<file path="src/rtl/not_pipe.sv">
// not_pipe: selectable bitwise NOT on a valid/ready stream through a
// STAGES-deep register pipeline, with a saturating count of inverted words.
module not_pipe #(
  parameter int unsigned WIDTH  = 8,
  parameter int unsigned STAGES = 2,
  parameter int unsigned CNT_W  = 16
) (
  input  logic             clk,
  input  logic             reset,
  input  logic [WIDTH-1:0] in_data,
  input  logic [1:0]       in_mode,
  input  logic [WIDTH-1:0] in_mask,
  input  logic             in_valid,
  output logic             in_ready,
  output logic [WIDTH-1:0] out_data,
  output logic             out_valid,
  input  logic             out_ready,
  output logic [CNT_W-1:0] inv_count
);

  localparam logic [1:0] MODE_PASS = 2'b00;
  localparam logic [1:0] MODE_ALL  = 2'b01;
  localparam logic [1:0] MODE_MASK = 2'b10;

  // Constant with every odd-index bit set (8'hAA for WIDTH=8).
  function automatic logic [WIDTH-1:0] odd_bits();
    logic [WIDTH-1:0] p;
    p = '0;
    for (int i = 0; i < int'(WIDTH); i++) begin
      p[i] = 1'(i % 2);
    end
    return p;
  endfunction

  localparam logic [WIDTH-1:0] ODD_MASK = odd_bits();
  localparam logic [CNT_W-1:0] CNT_MAX  = {CNT_W{1'b1}};

  logic [WIDTH-1:0]  stage_data [STAGES];
  logic [STAGES-1:0] stage_valid;
  logic [STAGES-1:0] adv;
  logic [WIDTH-1:0]  xform;
  logic              in_xfer;

  // Word transform applied on the way into stage 1.
  always_comb begin
    xform = in_data;
    case (in_mode)
      MODE_PASS: xform = in_data;
      MODE_ALL:  xform = ~in_data;
      MODE_MASK: xform = in_data ^ in_mask;
      default:   xform = in_data ^ ODD_MASK;
    endcase
  end

  // Ready chain: stage k vacates when any stage below it is empty or the
  // consumer takes the last one, so back-to-back words flow without bubbles.
  always_comb begin
    logic full_below;
    adv = '0;
    for (int k = 0; k < int'(STAGES); k++) begin
      full_below = 1'b1;
      for (int j = k + 1; j < int'(STAGES); j++) begin
        full_below = full_below & stage_valid[j];
      end
      adv[k] = out_ready | ~full_below;
    end
  end

  assign in_ready  = ~stage_valid[0] | adv[0];
  assign in_xfer   = in_valid & in_ready;
  assign out_data  = stage_data[STAGES-1];
  assign out_valid = stage_valid[STAGES-1];

  // Pipeline registers; data only moves when its source holds a valid word.
  always_ff @(posedge clk) begin
    if (reset) begin
      stage_valid <= '0;
      for (int k = 0; k < int'(STAGES); k++) begin
        stage_data[k] <= '0;
      end
    end else begin
      if (~stage_valid[0] | adv[0]) begin
        stage_valid[0] <= in_xfer;
        if (in_xfer) begin
          stage_data[0] <= xform;
        end
      end
      for (int k = 1; k < int'(STAGES); k++) begin
        if (~stage_valid[k] | adv[k]) begin
          stage_valid[k] <= stage_valid[k-1];
          if (stage_valid[k-1]) begin
            stage_data[k] <= stage_data[k-1];
          end
        end
      end
    end
  end

  // Saturating count of accepted words whose mode modifies the data.
  always_ff @(posedge clk) begin
    if (reset) begin
      inv_count <= '0;
    end else if (in_xfer && (in_mode != MODE_PASS) && (inv_count != CNT_MAX)) begin
      inv_count <= inv_count + CNT_W'(1);
    end
  end

endmodule

</file>
<file path="config.mk">
export PLATFORM = sky130hd
export DESIGN_NAME = not_pipe
export DESIGN_NICKNAME = d
export VERILOG_FILES = /design/src/rtl/not_pipe.sv
export SDC_FILE = /design/constraint.sdc
export NUM_CORES = 1
export LEC_CHECK = 0
export CAP_MARGIN = 20
export CORE_ASPECT_RATIO = 0.9
export CORE_MARGIN = 3
export CORE_UTILIZATION = 45
export CTS_CLUSTER_DIAMETER = 120
export DETAILED_ROUTE_END_ITERATION = 8
export GPL_TIMING_DRIVEN = 0
export MAX_ROUTING_LAYER = met4
export PLACE_DENSITY = 0.83
export SLEW_MARGIN = 20
export SYNTH_ARGS = -nofsm -noshare
export SYNTH_HDL_FRONTEND = slang
export SYNTH_SLANG_ARGS = --single-unit
export TNS_END_PERCENT = 100
</file>
<file path="constraint.sdc">
create_clock -name clk -period 2.65 [get_ports clk]
set_input_delay 0.265 -clock clk [delete_from_list [all_inputs] [get_ports clk]]
set_output_delay 0.265 -clock clk [all_outputs]
set_load 0.03 [all_outputs]
</file>
Yosys cells after proc, flatten, opt, wreduce, memory -nomap -nowiden
Memories as Yosys holds them, arrays and structs flattened.
Cells that the tools add are included.

word-level totals
  word-level logic and storage cells = 35
  bits in registers = 18
  memory bits (read-only) = 0
  bits of input ports = 22
  memory bits (writable) = 16
  bits in latches = 0
  memories = 1

operators by class
  reduce and logical (&&, ||, !) cells = 4
  bitwise operators = 10
  shifts and indexed selects = 0
  div/mod/pow operators = 0
  multiply operators = 0
  $add $sub $neg = 1
  $lt $le $gt $ge = 0
  multiplexer cells = 13
  equality and inequality tests = 3

memory list
  memory      words  bits a word  rd ports  clocked after memory_dff  wr ports  line  RTL
  stage_data  2      8            2         0                         2         38    logic [WIDTH-1:0] stage_data [STAGES];

operators by type and width
  operator                 count
  $pmux W8 S3              1
  $add A16 B1 Y16 const B  1
  $mux W8                  2
  $ne A16 B16 Y1 const B   1
  $mux W1                  10
  $not A8 Y8               1
  $xor A8 B8 Y8            1
  $not A4 Y4               1
  $or A1 B1 Y1             4
  $eq A2 B1 Y1 const B     1
  $eq A2 B2 Y1 const B     1
  $logic_and A1 B1 Y1      2
  $logic_not A2 Y1         1
  $not A1 Y1               2
  $reduce_bool A2 Y1       1
  $and A1 B1 Y1            1

Logic depth before layout (Yosys ltp)
  depth in word-level cells = 9
  depth in mapped cells = 6

Worst setup path before layout
OpenSTA, ideal clock, no wires.

  kind = register -> register
  start = register stage_valid[1]
  end = register inv_count[9]
  arrival time = 1.912 ns
  clock period less this slack = 2.032 ns
  data required time = 2.529 ns
  buffers on the path = 2
  library setup time = 0.121 ns
  stages on the path, launching flop included = 7
  setup slack = 0.618 ns
  cell sequence = dfxtp_1 -> and3b_1 -> buf_6 -> or3_4 -> buf_6 -> nor4b_1 -> mux2_2

on the way
  cells in the longest elaborated chain, start to end = 6

RTL lines
  what                               line  RTL
  from (decl)                        39    logic [STAGES-1:0] stage_valid;
  from (signal, indexed assignment)  90    stage_valid[k] <= stage_valid[k-1];
  $not A1 Y1                         65    adv[k] = out_ready | ~full_below;
  $or A1 B1 Y1                       65
  $or A1 B1 Y1                       69    assign in_ready = ~stage_valid[0] | adv[0];
  $and A1 B1 Y1                      70    assign in_xfer = in_valid & in_ready;
  $logic_and A1 B1 Y1 (2 in a row)   103   end else if (in_xfer && (in_mode != MODE_PASS) && (inv_count != CNT_MAX)) begin
  to (signal assigned)               104   inv_count <= inv_count + CNT_W'(1);
  to (decl)                          18    output logic [CNT_W-1:0] inv_count

No other way between the ends.
A chain may end at the register's enable or synchronous reset.

Final worst setup path
  start = input out_ready
  end = output in_ready

on the way
  cells in the longest elaborated chain, start to end = 2

RTL lines
  what          line  RTL
  from (decl)   17    input logic out_ready,
  $or A1 B1 Y1  65
  $or A1 B1 Y1  69
  to (decl)     14    output logic in_ready,

No other way between the ends.

==> results.md <==
- RSZ-0062 raised after global routing: no
- I/O Buffers: 46
- Clock buffer count from CTS: 5
- Layout fillers: 305
- Min Tclk post-route: 2.14 ns
- Post-synth EDFFs: 16
- Std-Cell Core Area: between 3000 and 4000 µm²
- Sum of buffers and inverters on the critical path: 4
- Diodes inserted: 0
- Initial Util: 47.3%
- Sequential-to-total area share from yosys stat: 47.4%
- Root Buffer Master: clkbuf_8
- H-tree levels: 2
- Clock-pin slew on the worst setup and hold paths: ~0.07 ns
- Hold WC Path Type: register to register
- Seq. cell area: 841 µm²
- Max IR drop VDD: around 0.23 mV
- Tot Pwr: between 1000 and 1500 µW
- IO Count: 48
- Post-Route WL: 3690 µm
- Setup bufs post-CTS: 0
- Synthesized instance count: 174
- Grt ovf: 0
- CTS Sinks: 34
- Area growth syn-to-layout: 34.0%
- Cell area after placement: 2290 µm²
- CTS tree: built
- Clock Skew: 0.00458 ns
- Max_slew headroom: around two thirds
- Crit start category: input pin
- Nets: 250
- Status: finished clean
- WL/cell: 13.5 µm
- Slew @ Worst Pin: 0.518 ns
- Setup_tns: 0 ns
- Initial antenna violation count: 0
- Final Cell Area: 2380 µm²
- Synth Flop Type: dfxtp_1
- Tot GR Track Use: 17.8%
- Hpwl dp: 2720 µm
- Cell Area, Synth: 1780 µm²
- PD cells: 472 nW/µm²
- WP data arrival: 1.88 ns
- Share of the synthesized area in the top cell type: between 20% and 30%
- Total number of vias: 1497
- Initial DRC count: 110
- Area of the multi-input gates: 811 µm²
- Setup violators final: 0
- CP required: 2.38 ns
- Max Clock Freq: 0.467 GHz
- Leading area contributor after synthesis: edfxtp_1
- DIE HEIGHT: between 60 and 70 µm
- Crit-path cells: clkdlybuf4s50_1, and3b_1, buf_6, inv_1, clkdlybuf4s50_1
- Final Hold Viols: 0
- Peak fanout along the critical path: 7
- Synth cell types: 40
- Max Cap Viol: 0
- FFs w/ async S/R, synth: 0%
- Final WS setup: about 0.51 ns
- Synth area leaders: edfxtp_1, dfxtp_1, a21oi_1
- Slowest CP cell: clkdlybuf4s50_1
- Share of cells above drive strength 1: 14.0%
- Routability Congestion: 0.785
- Slew Limit Fails: 0
- Gates resized, CTS repair: 0
- FF+latch count, synth: 34
- Layout Cells excl Fill: 274
- Vias/cell: 5.46
- WS Path Type: input pin to output pin
- Largest net degree at the start of global routing: 12
- Cts hold-fix bufs: 0
- Pre-CTS setup slack: 0.240 ns
- Crit-path max cell delay: ~0.7 ns
- Leakage: 0.000878 µW
- First-pass GRT wire length: 6360 µm
- Post-Syn Nets: around 200
- Pre-antenna DRT Iters: 4
- Post-Place Cells: around 270
- DRC violation count after routing: 0
- Worst skew pair latency: roughly 0.29 ns
- Rows: 21
- Syn Area/Cell: 10.2 µm²
- Die ar.: about 4700 µm²
- Fin crit share: 80.9%
- Vias in the first global route: 1410
- Routed Antenna Nets: 0
- CP top delay family: buffers and inverters
- CP Capture Type: output pin
- Width of the die: 72.2 µm
- CTS max path bufs: 2
- YS warnings: 0
- CP most frequent cell: clkdlybuf4s50_1
worst reg2reg max path: stages (launching register included):
cell and delay, ns:
dfxtp_1 0.33, and3b_1 0.18, buf_6 0.13, or3_4 0.38, buf_6 0.15, nor4b_1 0.31, mux2_2 0.37
power by group:
part | total (µW) | switching, µW | internal (µW)
registers | 588 | 9.48 | 579
clock network | 369 | 189 | 180
logic | 166 | 80.4 | 85.6
total | 1120 | 279 | 844
registers in the layout (all words and copies together), names as in the netlist:
| name | cells |
|---|---|
| inv_count | 16 |
| stage_data | 16 |
| stage_valid | 2 |
cells by family after synthesis:
| kind of cell | share of synthesized area [%] |
|---|---|
| AOI/OAI and AO/OA | 12.5 |
| xor gates and xnor gates | 3.95 |
| adders and majority gates | 0.705 |
| buffers and inverters | 6.98 |
| DFF | 47.4 |
| muxes | 3.10 |
| and+or+nand+nor | 25.4 |
layer usage:
metal  global-route usage (%)  wire [µm]  vias up
met3                     2.91        221       10
met4                     8.45         85        0
met1                     22.3       1540      692
li1                         -          -      737
met5                        -          0        -
met2                     28.0       1840       58
Yosys cell counts (all sizes together), types with 2 or more instances:
cell     n
or4      5
clkbuf   2
buf     12
nand4    3
o21ai    3
nor4     2
nand3    6
o31ai    5
nand2    3
nor4b    3
mux2     4
nor2    17
nand2b   3
edfxtp  16
dfxtp   18
inv      5
and2     8
a21o     2
nor3     8
or3      4
a21oi   19
a41oi    2
xor2     8
nor2b    5
final timing paths:
kind	start	to	slack, ns	cells past startpoint
worst min-delay path	stage_valid[0]	stage_valid[1]	0.50	2
worst min register to register	stage_valid[0]	stage_valid[1]	0.50	2
worst max-delay path	out_ready	in_ready	0.51	5
worst max register to register	stage_valid[0]	inv_count[11]	0.69	6
final cells by class:
| class | instances | share of cell area, % |
|---|---|---|
| well taps | 46 | 2.42 |
| plain buffers | 14 | 4.42 |
| inverters | 5 | 0.789 |
| flip-flops and latches | 34 | 35.3 |
| clock inverters | 3 | 0.684 |
| repair buffers | 46 | 19.4 |
| multi-input cells | 121 | 34.1 |
| clock buffers | 5 | 2.89 |
cell usage in the layout (no fill, tap or decap), types with 2 or more instances in the layout:
cell type	synthesis	routed
a21oi_1	19	19
a41oi_1	2	2
and2_1	8	8
buf_4	10	10
buf_6	2	2
clkbuf_1	2	2
clkbuf_8	0	5
clkdlybuf4s50_1	0	46
dfxtp_1	18	18
edfxtp_1	16	16
inv_1	5	5
mux2_2	4	4
nand2_1	3	3
nand2b_1	3	3
nand3_1	6	6
nand4_1	2	2
nor2_1	17	17
nor2b_1	5	5
nor3_1	8	8
nor4_4	2	2
nor4b_1	3	3
o21ai_0	3	3
o31ai_1	5	5
or3_4	2	2
or4_1	5	5
xor2_1	8	8
stage by stage:
stage | util, % | hold slack, ns
floorplan | - | 0.386
global placement | 61.0 | 0.465
detailed placement | 61.0 | 0.496
CTS | 63.3 | 0.506
global route | 63.3 | 0.538
finish | 63.3 | 0.498
No activity file was read; power rests on OpenSTA's default activity.
